===== src/rtl/alsu_sample_sequencer_pkg.sv =====
// Shared definitions for the sample sequencer and its sum core.
// Holds default sizes, the FSM state encoding and the sum-width helper.
package alsu_sample_sequencer_pkg;

  localparam int DW_DEF    = 8;
  localparam int N_DEF     = 6;
  localparam int SHIFT_DEF = 3;

  typedef enum logic [1:0] {
    COLLECT = 2'd0,
    COMPUTE = 2'd1,
    OUTPUT  = 2'd2
  } state_t;

  // Width that holds n samples of dw bits without wrap.
  function automatic int sum_width(input int dw, input int n);
    return dw + $clog2(n);
  endfunction

endpackage


===== src/rtl/alsu_sum_core.sv =====
// Combinational frame sum, right shift and saturation to DW bits.
// Ports: i_slots (N*DW packed samples) -> o_sum (SW bits), o_result (DW bits).
module alsu_sum_core
  import alsu_sample_sequencer_pkg::*;
#(
  parameter int DW    = DW_DEF,
  parameter int N     = N_DEF,
  parameter int SHIFT = SHIFT_DEF,
  parameter int SW    = sum_width(DW, N)
) (
  input  logic [N*DW-1:0] i_slots,
  output logic [SW-1:0]   o_sum,
  output logic [DW-1:0]   o_result
);

  logic [SW-1:0] w_sum;
  logic [SW-1:0] w_shifted;

  // Every operand is widened to SW before adding so no partial sum wraps.
  always_comb begin
    w_sum = '0;
    for (int i = 0; i < N; i++) begin
      w_sum = w_sum + SW'(i_slots[i*DW +: DW]);
    end
  end

  assign w_shifted = w_sum >> SHIFT;
  assign o_sum     = w_sum;

  // SW > DW always holds since N >= 2.
  always_comb begin
    if (|w_shifted[SW-1:DW]) begin
      o_result = '1;
    end else begin
      o_result = w_shifted[DW-1:0];
    end
  end

endmodule


===== src/rtl/alsu_sample_sequencer.sv =====
// Collects N serial samples, then emits (sum >> SHIFT) on a valid/ready port.
// Ports: clk, rst; in_valid/in_data/in_ready; flush;
//        out_valid/out_data/out_ready; fill_cnt; busy.
module alsu_sample_sequencer
  import alsu_sample_sequencer_pkg::*;
#(
  parameter int DW    = DW_DEF,
  parameter int N     = N_DEF,
  parameter int SHIFT = SHIFT_DEF
) (
  input  logic                   clk,
  input  logic                   rst,
  input  logic                   in_valid,
  input  logic [DW-1:0]          in_data,
  output logic                   in_ready,
  input  logic                   flush,
  output logic                   out_valid,
  output logic [DW-1:0]          out_data,
  input  logic                   out_ready,
  output logic [$clog2(N+1)-1:0] fill_cnt,
  output logic                   busy
);

  localparam int SW = sum_width(DW, N);
  localparam int CW = $clog2(N + 1);

  state_t          r_state;
  state_t          w_next;
  logic [CW-1:0]   r_fill;
  logic [N*DW-1:0] r_slots;
  logic [DW-1:0]   r_out_data;

  logic            w_in_xfer;
  logic            w_out_xfer;
  logic            w_last;
  logic [SW-1:0]   w_sum;
  logic [DW-1:0]   w_result;

  // Handshake outputs decode registered state only, so neither
  // out_ready nor in_valid reaches the opposite side combinationally.
  assign in_ready   = (r_state == COLLECT);
  assign out_valid  = (r_state == OUTPUT);
  assign out_data   = r_out_data;
  assign fill_cnt   = r_fill;
  assign busy       = (r_state != COLLECT) || (r_fill != '0);

  // A coincident flush drops the sample.
  assign w_in_xfer  = in_valid && in_ready && !flush;
  assign w_out_xfer = out_valid && out_ready;
  assign w_last     = (r_fill == CW'(N - 1));

  alsu_sum_core #(
    .DW    (DW),
    .N     (N),
    .SHIFT (SHIFT),
    .SW    (SW)
  ) u_sum (
    .i_slots  (r_slots),
    .o_sum    (w_sum),
    .o_result (w_result)
  );

  always_ff @(posedge clk) begin
    if (rst) begin
      r_state <= COLLECT;
    end else begin
      r_state <= w_next;
    end
  end

  always_comb begin
    w_next = r_state;
    unique case (r_state)
      COLLECT: if (w_in_xfer && w_last) w_next = COMPUTE;
      COMPUTE: w_next = OUTPUT;
      OUTPUT:  if (w_out_xfer) w_next = COLLECT;
      default: w_next = COLLECT;
    endcase
  end

  always_ff @(posedge clk) begin
    if (rst) begin
      r_fill <= '0;
    end else if (r_state == COLLECT) begin
      if (flush) begin
        r_fill <= '0;
      end else if (w_in_xfer) begin
        r_fill <= r_fill + CW'(1);
      end
    end else if (w_out_xfer) begin
      r_fill <= '0;
    end
  end

  always_ff @(posedge clk) begin
    if (rst) begin
      r_slots <= '0;
    end else if (w_in_xfer) begin
      for (int i = 0; i < N; i++) begin
        if (CW'(i) == r_fill) begin
          r_slots[i*DW +: DW] <= in_data;
        end
      end
    end
  end

  always_ff @(posedge clk) begin
    if (rst) begin
      r_out_data <= '0;
    end else if (r_state == COMPUTE) begin
      r_out_data <= w_result;
    end
  end

  logic [SW-1:0] w_unused_sum;
  assign w_unused_sum = w_sum;

endmodule


===== config.mk =====
export PLATFORM = sky130hd
export DESIGN_NAME = alsu_sample_sequencer
export DESIGN_NICKNAME = d
export VERILOG_FILES = /design/src/rtl/alsu_sample_sequencer_pkg.sv /design/src/rtl/alsu_sum_core.sv /design/src/rtl/alsu_sample_sequencer.sv
export SDC_FILE = /design/constraint.sdc
export NUM_CORES = 1
export LEC_CHECK = 0
export BUFFER_PORTS_ARGS = -buffer_cell sky130_fd_sc_hd__buf_4
export CORE_ASPECT_RATIO = 1.1
export CORE_MARGIN = 10
export CORE_UTILIZATION = 30
export CTS_CLUSTER_SIZE = 30
export DETAILED_ROUTE_END_ITERATION = 7
export PLACE_DENSITY = 0.43
export SLEW_MARGIN = 20
export SYNTH_ARGS = -nofsm -noshare
export SYNTH_HDL_FRONTEND = slang
export SYNTH_SLANG_ARGS = --single-unit

===== constraint.sdc =====
create_clock -name clk -period 12.8 [get_ports clk]
set_clock_uncertainty 0.2 [all_clocks]
set_input_delay 1.92 -clock clk [delete_from_list [all_inputs] [get_ports clk]]
set_output_delay 1.92 -clock clk [all_outputs]
set_load 0.02 [all_outputs]

# == Word-level counts from Yosys, hierarchy flattened ==
# Index checks and enable logic that the tools add are counted.
# classes
addsub,6
eq_ne,11
n_mux,7
n_reduce_logical,19
# op_table
cell,count
$add A11 B8 Y11,4
$reduce_and A2 Y1,8
$mux W3,4
$add A8 B8 Y9,1
$eq A2 B3 Y1 const A,2
$eq A3 B3 Y1 const A,2
$pmux W2 S3,1
$logic_and A1 B1 Y1,4
$mux W2,2
$ne A2 B1 Y1 const B,2
$reduce_bool A2 Y1,2
$add A3 B1 Y3 const B,1
$eq A1 B3 Y1 const A,1
$eq A3 B3 Y1 const B,1
$logic_not A3 Y1,1
$ne A3 B1 Y1 const B,1
$reduce_bool A3 Y1,1
$eq A2 B1 Y1 const B,1
$eq A2 B2 Y1 const B,1
$logic_not A2 Y1,1
$logic_not A1 Y1,1
$logic_or A1 B1 Y1,1
# word_totals
reg_bits,61
out_inout_bits,14
wordCells,52

# == Longest topological paths before layout ==
# Gate-level depths: netlist of run 1.
# depth
word_depth,6
depth_mapped,19
depth_no_buf,19

# == Cells and area by module ==
# From an unflattened synthesis of run 1, not the netlist that was laid out.
# unflattened
cells_unflattened,404
area_unflattened_um2,3843.7
# modules_own_cells
mod,instances,cells_each,area_per_inst_um2
alsu_sample_sequencer,1,246,2541.2
alsu_sum_core,1,158,1302.5

# == Worst setup path after synthesis of run 1 ==
# OpenSTA, ideal clock, no wires.
# synth_path
path_kind,reg-to-reg
startpoint,reg r_slots[0]
endpoint,reg r_out_data[6] (netlist: out_data[6])
setup_ns,0.118
arrival_ns,4.194
required_ns,12.482
slack_ns,8.287
stages_incl_launch_ff,20
period_less_slack_ns,4.513
cell_sequence,dfxtp_1 ha_1 inv_1 fa_1 nor2b_1 o21ai_0 a21oi_1 a211oi_1 xnor2_1 fa_1 fa_1 inv_1 fa_1 inv_1 ha_1 a21o_1 a21o_1 a221oi_2 xor2_1 o21ai_1
# synth_between
elab_chain_cells,5
# synth_lines
item,line,source
from (decl),alsu_sample_sequencer.sv:30,logic [N*DW-1:0] r_slots;
"from (signal, indexed assignment)",alsu_sample_sequencer.sv:101,r_slots[i*DW +: DW] <= in_data;
$add A8 B8 Y9,alsu_sum_core.sv:23,w_sum = w_sum + SW'(i_slots[i*DW +: DW]);
$add A11 B8 Y11 (4 in series),alsu_sum_core.sv:23,
to (signal assigned),alsu_sample_sequencer.sv:111,r_out_data <= w_result;
to (decl),alsu_sample_sequencer.sv:31,logic [DW-1:0] r_out_data;
# Every way passes these cells.
# A chain may end at the register's enable or synchronous reset.

# == Worst setup path in the final report of run 1 ==
# Ends and elaborated chain as after synthesis.

==> results of run 1 <==
==> registers in the layout (all words and copies together), names as in the netlist <==
| register | count |
|---|---|
| r_slots | 48 |
| out_data | 8 |
| fill_cnt | 3 |
| r_state | 2 |
==> layer usage <==
metal | vias up | GRT usage (%) | share of wire [%]
met5 | - | 0 | 0
met4 | 0 | 3.76 | 1.7
met3 | 12 | 2.73 | 3.6
met2 | 31 | 15.3 | 45
met1 | 1204 | 13.6 | 50
li1 | 1373 | - | -
==> power by group <==
part / internal, mW / switching, mW
Combinational: 0.0118 / 0.0202
Sequential: 0.192 / 0.00128
Clock: 0.134 / 0.0806
Total: 0.338 / 0.102
==> cells by family after synthesis <==
| logic type | count (synthesis) | share of synthesized area (%) |
|---|---|---|
| AND/OR/NAND/NOR | 140 | 19.3 |
| buffers and inverters | 60 | 6.97 |
| AO/OA/AOI/OAI | 65 | 10.5 |
| adder cells (fa/ha/maj) | 48 | 22.0 |
| flip-flops | 61 | 34.3 |
| XOR/XNOR | 9 | 2.22 |
| multiplexers | 17 | 4.79 |
==> synth_stat cells, drive strengths merged <==
library cell	count	area (um2)
a21oi	43	215
o31ai	2	15.0
mux2i	17	170
o2111a	1	12.5
nor4b	1	23.8
and2	1	6.26
or3	5	32.5
dfxtp	61	1220
a21o	3	22.5
buf	7	48.8
o21bai	1	7.51
o211ai	1	7.51
nor3	6	30.0
nand2b	5	31.3
nand2	46	173
o21ai	7	35.0
a31oi	3	18.8
fa	24	480
nand3b	1	7.51
and4b	1	11.3
nor3b	1	7.51
a221oi	1	15.0
nand4	1	6.26
xnor2	4	35.0
xor2	5	43.8
nand3	37	190
nor4	2	12.5
inv	43	161
clkbuf	10	37.5
nand4b	1	8.76
a211oi	2	15.0
ha	24	300
o21a	1	7.51
or2	2	12.5
and3	2	12.5
nor2b	6	37.5
nor2	22	82.6
==> cells in the final DEF (no fill, tap or decap), types with 2 or more instances in the layout <==
master,n
dfxtp_1,61
nand2_1,46
inv_1,43
a21oi_1,43
nand3_1,36
buf_4,27
fa_1,24
ha_1,24
nor2_1,22
mux2i_1,17
clkbuf_16,9
nor2b_1,6
o21ai_0,6
nor3_1,6
xor2_1,5
nand2b_1,5
xnor2_1,4
or3_1,4
a21o_1,3
a31oi_1,3
clkbuf_1,3
and3_1,2
a211oi_1,2
or2_2,2
o31ai_1,2
nor4_1,2
clkinv_2,2
==> metrics by stage <==
stage	cells	setup WS [ns]	util (%)
2_1_floorplan	400	8.29	-
3_5_place_dp	560	7.93	33.4
5_1_grt	575	7.57	35.7
6_report	575	7.94	35.7
3_3_place_gp	560	8.02	33.4
4_1_cts	575	7.92	35.7
==> path summary, 6_finish.rpt <==
check,to,slack [ns],cells past startpoint
setup reg to reg,out_data[6]$_SDFFE_PP0N_,7.94,19
hold reg to reg,out_data[6]$_SDFFE_PP0N_,0.25,2
hold / removal,out_data[6]$_SDFFE_PP0N_,0.25,2
setup / recovery,out_data[6]$_SDFFE_PP0N_,7.94,19
==> tightest hold or removal path, cell delays in order (launching register included) <==
cell     delay (ns)
dfxtp_1        0.30
nand2_1        0.05
o21ai_1        0.05
==> area by class of cell <==
type | instances | area, um2 | share of cell area, %
Clock buffer | 13 | 250 | 6.07
Inverter | 43 | 161 | 3.92
Sequential cell | 61 | 1220 | 29.6
Clock inverter | 2 | 10.0 | 0.243
Timing Repair Buffer | 27 | 203 | 4.92
Tap cell | 150 | 188 | 4.56
Multi-Input combinational cell | 279 | 2090 | 50.7
==> impl_metrics.tcl, run 1 <==
set metrics [dict create \
    numCtsBuffers 9 \
    dieHeight_um 134 \
    grt_pass1_vias 2637 \
    hpwl_um 6150 \
    post_synth.cell_area_avg_um2 8.89 \
    cts_max_level 3 \
    worstSetupStartpointType "flop" \
    hold_viol 0 \
    p_per_area_nw_per_um2 107 \
    crit_top_cell "fa_1" \
    max-slew-margin-rel_pct 51.9 \
    grt_first_pass_wirelength_um 13400 \
    nFillCells 1243 \
    gp_congestion 0.726 \
    ant_nets 0 \
    ys_seq_elements 61 \
    crit_type "flop to flop" \
    rsz0062_at_grt "no" \
    pin_count 27 \
    grt_overflow 0 \
    vias 2620 \
    reg2reg_from "r_slots[0]$_SDFFE_PP0P_" \
    row_count 41 \
    drtIter0Drc 102 \
    timing.critical_path.from "r_slots[0]$_SDFFE_PP0P_" \
    dieArea_um2 16600 \
    yosys.cell_types.count 43 \
    cts.clk_slew.worst_paths_ns 0.05 \
    slew_viol_final 0 \
    power_mw 0.440 \
    syn_inst 400 \
    synth-warning-count 0 \
    worstMarginPinSlew_ns 0.719 \
    cts_hold_buf 0 \
    drc 0 \
    path_max_fanout 6 \
    p_leak_nw 1.88 \
    end_kind "flop" \
    yosysSeqAreaShare_pct 34.3 \
    worstPathRequired_ns 12.81 \
    worstSkewPairLatency_ns 0.32 \
    area_growth_pct 15.9 \
    setup_tns_ns 0 \
    arrival_ns 4.87 \
    grt_max_degree 61 \
    drt-wirelength-per-cell_um 13.8 \
    maxCapViolCount 0 \
    status "finished clean" \
    numClockSinks 61 \
    port_buffers 26 \
    antenna_cells 0 \
    crit_family "adder cells" \
    vdd_drop_max_mv 0.0577 \
    fin_nets 482 \
    finalCritPeriodShare_pct 38.0 \
    cts_setup_buffers 0 \
    antenna_found_initial 0 \
    max_stage_delay_ns 0.51 \
    fmax_ghz 0.206 \
    critPathBufInv 3 \
    first_pass_iters 4 \
    finalInstanceArea_um2 4120 \
    initial_core_util_pct 30.8 \
    synth_fp_nets 461 \
    hold_slack_ns 0.248 \
    crit_slowest_cell "fa_1" \
    avgViaCountPerCell 4.56 \
    hold_class "flop to flop" \
    post_dp_cell_area_um2 3860 \
    core_um2 11500 \
    post_route_cells_drive_above_1_share_pct 11.1 \
    hp-start "out_data[6]$_SDFFE_PP0N_" \
    cts-root-buf "clkbuf_16" \
    fp.dieW_um 124 \
    grtUsageTotal_pct 10.2 \
    setup_violations 0 \
    cts_tree "yes" \
    syn_area_um2 3560 \
    min_period_ns 4.86 \
    clk_path_buf_depth 2 \
    ctsResizeCount 0 \
    path_cells "ha_1, inv_1, fa_1, nor2b_1, o21ai_0, a21oi_1, a211oi_1, xnor2_1, fa_1, fa_1, inv_1, fa_1, inv_1, ha_1, a21o_1, a21o_1, a221oi_2, xor2_1, o21ai_1" \
    drt_wl_total_um 7920 \
]
Note: power is estimated with default switching activity, not from simulation.
==> run 2: changes to the inputs <==
- clock period: 12.8 -> 4.6 ns (I/O delays scaled with it)
==> impl_metrics.tcl, run 2 (synthesis gave the netlist of run 1 again) <==
set metrics [dict create \
    pin_count 27 \
    gp_congestion 0.723 \
    worst-path-stages 16 \
    setup_violations 0 \
    avgViaCountPerCell 4.61 \
    numCtsBuffers 9 \
    fp.dieW_um 124 \
    reg2reg_from "r_slots[1]$_SDFFE_PP0P_" \
    hpwl_um 6190 \
    worstPathRequired_ns 4.61 \
    setup_tns_ns 0 \
    path_max_fanout 7 \
    grt_max_degree 61 \
    vias 2704 \
    cts.clk_slew.worst_paths_ns 0.05 \
    clk_path_buf_depth 2 \
    cts_tree "yes" \
    drt-wirelength-per-cell_um 13.9 \
    mostFrequentLayoutCell "dfxtp_1" \
    crit_slowest_cell "fa_1" \
    crit_type "flop to flop" \
    rsz0062_at_grt "yes" \
    end_kind "flop" \
    fin_util_pct 37.7 \
    worstSetupEndpoint "out_data[6]$_SDFFE_PP0N_" \
    area_growth_pct 22.5 \
    reg2reg_slack_ns 0.05 \
    p_per_area_nw_per_um2 291 \
    mostFrequentLayoutCells "59 x dfxtp_1, 45 x nand2_1, 41 x inv_1, 41 x a21oi_1, 40 x buf_4" \
    hold_slack_ns 0.251 \
    max-slew-margin-rel_pct 54.7 \
    port_buffers 26 \
    largest_reg_flops 48 \
    finalCritPeriodShare_pct 99.0 \
    worstMarginPinSlew_ns 0.679 \
    p_leak_nw 1.95 \
    drt_wl_total_um 8140 \
    slew_viol_final 0 \
    hold_class "flop to flop" \
    drc 0 \
    setup_slack_ns 0.0455 \
    max_stage_delay_ns 0.52 \
    numClockSinks 61 \
    grt_pass1_vias 2773 \
    dieHeight_um 134 \
    worstSkewPairLatency_ns 0.32 \
    antenna_cells 0 \
    cts-root-buf "clkbuf_16" \
    regMostFlops "r_slots" \
    status "finished clean" \
    reg2reg_depth 16 \
    timing.rr.end "out_data[6]$_SDFFE_PP0N_" \
    first_pass_iters 4 \
    min_period_ns 4.55 \
    dieArea_um2 16600 \
    post_route_cells_drive_above_1_share_pct 19.0 \
    crit_family "adder cells" \
    worstSetupStartpointType "flop" \
    row_count 41 \
    vdd_drop_max_mv 0.154 \
    dp_slack_ns -0.182 \
    fin_nets 495 \
    timing.critical_path.from "r_slots[1]$_SDFFE_PP0P_" \
    power_mw 1.27 \
    grt_overflow 0 \
    grt_first_pass_wirelength_um 13800 \
    arrival_ns 4.56 \
    grtUsageTotal_pct 10.3 \
    hold_viol 0 \
    critPathBufInv 3 \
    fmax_ghz 0.220 \
    ant_nets 0 \
    cts_max_level 3 \
    crit_top_cell "fa_1" \
    path_cells "buf_4, ha_1, a21o_1, a21oi_2, xnor2_2, fa_1, fa_1, inv_1, fa_1, inv_1, ha_2, or3_1, o2111a_2, a221oi_4, xor2_1, o21ai_1" \
    core_um2 11500 \
    antenna_found_initial 0 \
    initial_core_util_pct 30.8 \
    maxCapViolCount 0 \
    drtIter0Drc 121 \
]
-- run 2: worst min-delay path by stage --
stage | from | to | slack, ns | depth (start not counted)
final | out_data[5]$_SDFFE_PP0N_ | out_data[5]$_SDFFE_PP0N_ | 0.25 | 2
after global routing | r_slots[4]$_SDFFE_PP0P_ | r_slots[4]$_SDFFE_PP0P_ | 0.28 | 2
after CTS | out_data[6]$_SDFFE_PP0N_ | out_data[6]$_SDFFE_PP0N_ | 0.26 | 2
after detailed placement | out_data[5]$_SDFFE_PP0N_ | out_data[5]$_SDFFE_PP0N_ | 0.25 | 2
after global placement | out_data[1]$_SDFFE_PP0N_ | out_data[1]$_SDFFE_PP0N_ | 0.24 | 2
after floorplan | r_slots[16]$_SDFFE_PP0P_ | r_slots[16]$_SDFFE_PP0P_ | 0.24 | 2
-- run 2: where the power goes --
part	leakage (nW)	total [mW]	internal, mW	switching [mW]
registers	0.493	0.538	0.535	0.00368
logic	1.32	0.0985	0.0389	0.0596
clock network	0.134	0.630	0.408	0.222
-- run 2: cell type report --
type | instances | area (um2)
Timing Repair Buffer | 40 | 300
Inverter | 43 | 161
Sequential cell | 61 | 1220
Multi-Input combinational cell | 279 | 2210
Clock buffer | 10 | 229
Clock inverter | 3 | 40.0
Fill cell | 1188 | 7190
Tap cell | 150 | 188
-- run 2: layer usage --
metal,GRT usage [%],wire length [um]
met1,12.8,3870
met2,16.9,3850
met3,2.56,293
met4,3.50,123
met5,0,0
-- run 2: what timing repair did --
item,4_1_cts,5_1_grt
hold buffers,0,0
buffers inserted,1,2
pin swaps,22,24
resized for setup,14,13
endpoints found under the setup margin,4,4
-- run 2: worst min-delay path, delay by kind of cell, from the launching register on --
kind | cells | cell delay [ns]
AO/OA/AOI/OAI | 1 | 0.05
flip-flops | 1 | 0.32
AND/OR/NAND/NOR | 1 | 0.04
-- run 2: through the flow --
| step | instance area [um2] | std cells |
|---|---|---|
| final | 4360 | 586 |
| after global routing | 4360 | 586 |
| after CTS | 4270 | 584 |
| after detailed placement | 3940 | 570 |
| after global placement | 3940 | 570 |
| after floorplan | 3560 | 400 |
==> run 3: changes to the inputs <==
- BUFFER_PORTS_ARGS: -buffer_cell sky130_fd_sc_hd__buf_4 -> unset
- DONT_BUFFER_PORTS: unset -> 1
- PLACE_DENSITY: 0.43 -> 0.5
==> impl_metrics.tcl, run 3 (synthesis gave the netlist of run 1 again) <==
set metrics [dict create \
    status "finished clean" \
    crit_top_cell "fa_1" \
    worstMarginPinSlew_ns 0.728 \
    cts_tree "yes" \
    fin_nets 465 \
    row_count 41 \
    grtUsageTotal_pct 10.1 \
    maxCapViolCount 0 \
    antenna_cells 0 \
    antenna_found_initial 0 \
    worstSkewPairLatency_ns 0.32 \
    critPathBufInv 4 \
    dieHeight_um 134 \
    mostFrequentLayoutCell "dfxtp_1" \
    cts_hold_buf 0 \
    path_max_fanout 7 \
    fp.dieW_um 124 \
    core_um2 11500 \
    end_kind "flop" \
    numClockSinks 61 \
    fmax_ghz 0.222 \
    setup_violations 0 \
    post_route_cells_drive_above_1_share_pct 12.7 \
    dieArea_um2 16600 \
    numCtsBuffers 9 \
    reg2reg_slack_ns 0.09 \
    hold-path-endpoint "out_data[3]$_SDFFE_PP0N_" \
    max_stage_delay_ns 0.54 \
    grt_max_degree 61 \
    area_growth_pct 16.7 \
    mostFrequentLayoutCells "59 x dfxtp_1, 46 x nand2_1, 41 x a21oi_1" \
    hp-start "rst" \
    regMostFlops "r_slots" \
    arrival_ns 4.52 \
    grt_first_pass_wirelength_um 13500 \
    timing.rr.end "out_data[6]$_SDFFE_PP0N_" \
    avgViaCountPerCell 4.73 \
    worstPathRequired_ns 4.61 \
    cts.clk_slew.worst_paths_ns 0.05 \
    finalCritPeriodShare_pct 98.0 \
    rsz0062_at_grt "yes" \
    drtIter0Drc 108 \
    hold_depth 1 \
    port_buffers 0 \
    setup_tns_ns 0 \
    reg2reg_from "r_slots[8]$_SDFFE_PP0P_" \
    p_leak_nw 1.83 \
    p_per_area_nw_per_um2 329 \
    max-slew-margin-rel_pct 51.3 \
    crit_type "flop to flop" \
    clk_path_buf_depth 2 \
    slew_viol_final 0 \
    drc 0 \
    pin_count 27 \
    gp_congestion 0.748 \
    drt_wl_total_um 7750 \
    hold_class "primary input to flop" \
    crit_family "adder cells" \
    ant_nets 0 \
    fin_util_pct 36.0 \
    reg2reg_depth 19 \
    grt_pass1_vias 2629 \
    first_pass_iters 4 \
    hpwl_um 5920 \
    drt-wirelength-per-cell_um 13.9 \
    hold_viol 0 \
    cts-root-buf "clkbuf_16" \
    grt_overflow 0 \
    vdd_drop_max_mv 0.147 \
    path_cells "ha_4, inv_2, fa_2, nor2b_2, o21ai_2, nand2_1, xor2_2, fa_1, fa_1, inv_2, fa_1, inv_1, ha_2, buf_4, or2_2, o2111a_2, a221oi_2, xor2_1, o21ai_1" \
    min_period_ns 4.51 \
    crit_slowest_cell "fa_1" \
    largest_reg_flops 48 \
    worstSetupStartpointType "flop" \
    cts_max_level 3 \
    vias 2637 \
    initial_core_util_pct 30.8 \
]
run 3: cell count changes in the layout (fill, tap and decap cells not counted), sizes merged:
| cell | change |
|---|---|
| bufinv | +2 |
| buf | -30 |
run 3: final cells by class:
type | count | area (um2)
fillers | 1218 | 7390
multi-input cells | 279 | 2170
flip-flops and latches | 61 | 1220
clock buffers | 10 | 229
well taps | 150 | 188
inverters | 43 | 161
clock inverters | 5 | 100
repair buffers | 10 | 75.1
run 3: metrics by stage:
stage / total power, mW / instance area, um2 / std cells / worst slack [ns] / hold WS [ns]
2_1_floorplan: 0.608 / 3560 / 400 / 0.0875 / 0.236
3_3_place_gp: 0.614 / 3720 / 542 / -0.0900 / 0.243
3_5_place_dp: 0.616 / 3720 / 542 / -0.177 / 0.243
4_1_cts: 1.38 / 4100 / 557 / 0.00214 / 0.228
5_1_grt: 1.42 / 4150 / 558 / -0.128 / 0.230
6_report: 1.37 / 4150 / 558 / 0.0910 / 0.236
run 3: worst max-delay path by stage:
stage	end	slack [ns]	cells past startpoint	start
floorplan	out_data[6]$_SDFFE_PP0N_	0.09	19	r_slots[0]$_SDFFE_PP0P_
global placement	out_data[6]$_SDFFE_PP0N_	-0.09	19	r_slots[0]$_SDFFE_PP0P_
detailed placement	out_data[6]$_SDFFE_PP0N_	-0.18	18	r_slots[0]$_SDFFE_PP0P_
CTS	out_data[6]$_SDFFE_PP0N_	0.002	18	r_slots[0]$_SDFFE_PP0P_
global route	out_data[6]$_SDFFE_PP0N_	-0.13	19	r_slots[8]$_SDFFE_PP0P_
finish	out_data[6]$_SDFFE_PP0N_	0.09	19	r_slots[8]$_SDFFE_PP0P_
run 3: metal layers:
| metal | GRT usage, % | wire [um] | up-vias | part of all wire [%] |
|---|---|---|---|---|
| li1 | - | - | 1345 | - |
| met1 | 12.8 | 3710 | 1250 | 48 |
| met2 | 15.7 | 3550 | 35 | 46 |
| met3 | 2.52 | 350 | 7 | 4.5 |
| met4 | 4.47 | 135 | 0 | 1.7 |
| met5 | 0 | 0 | - | 0 |
run 3: report_power, final:
part	internal (mW)	total, mW	switching, mW
Clock	0.524	0.758	0.234
Sequential	0.534	0.539	0.00469
Combinational	0.0298	0.0694	0.0397
run 3: timing repair:
item                       CTS  global route
gates resized for setup     12            11
cloned                       0             0
setup endpoints to repair    4             4
setup buffers                0             1
pin swaps                   11            30
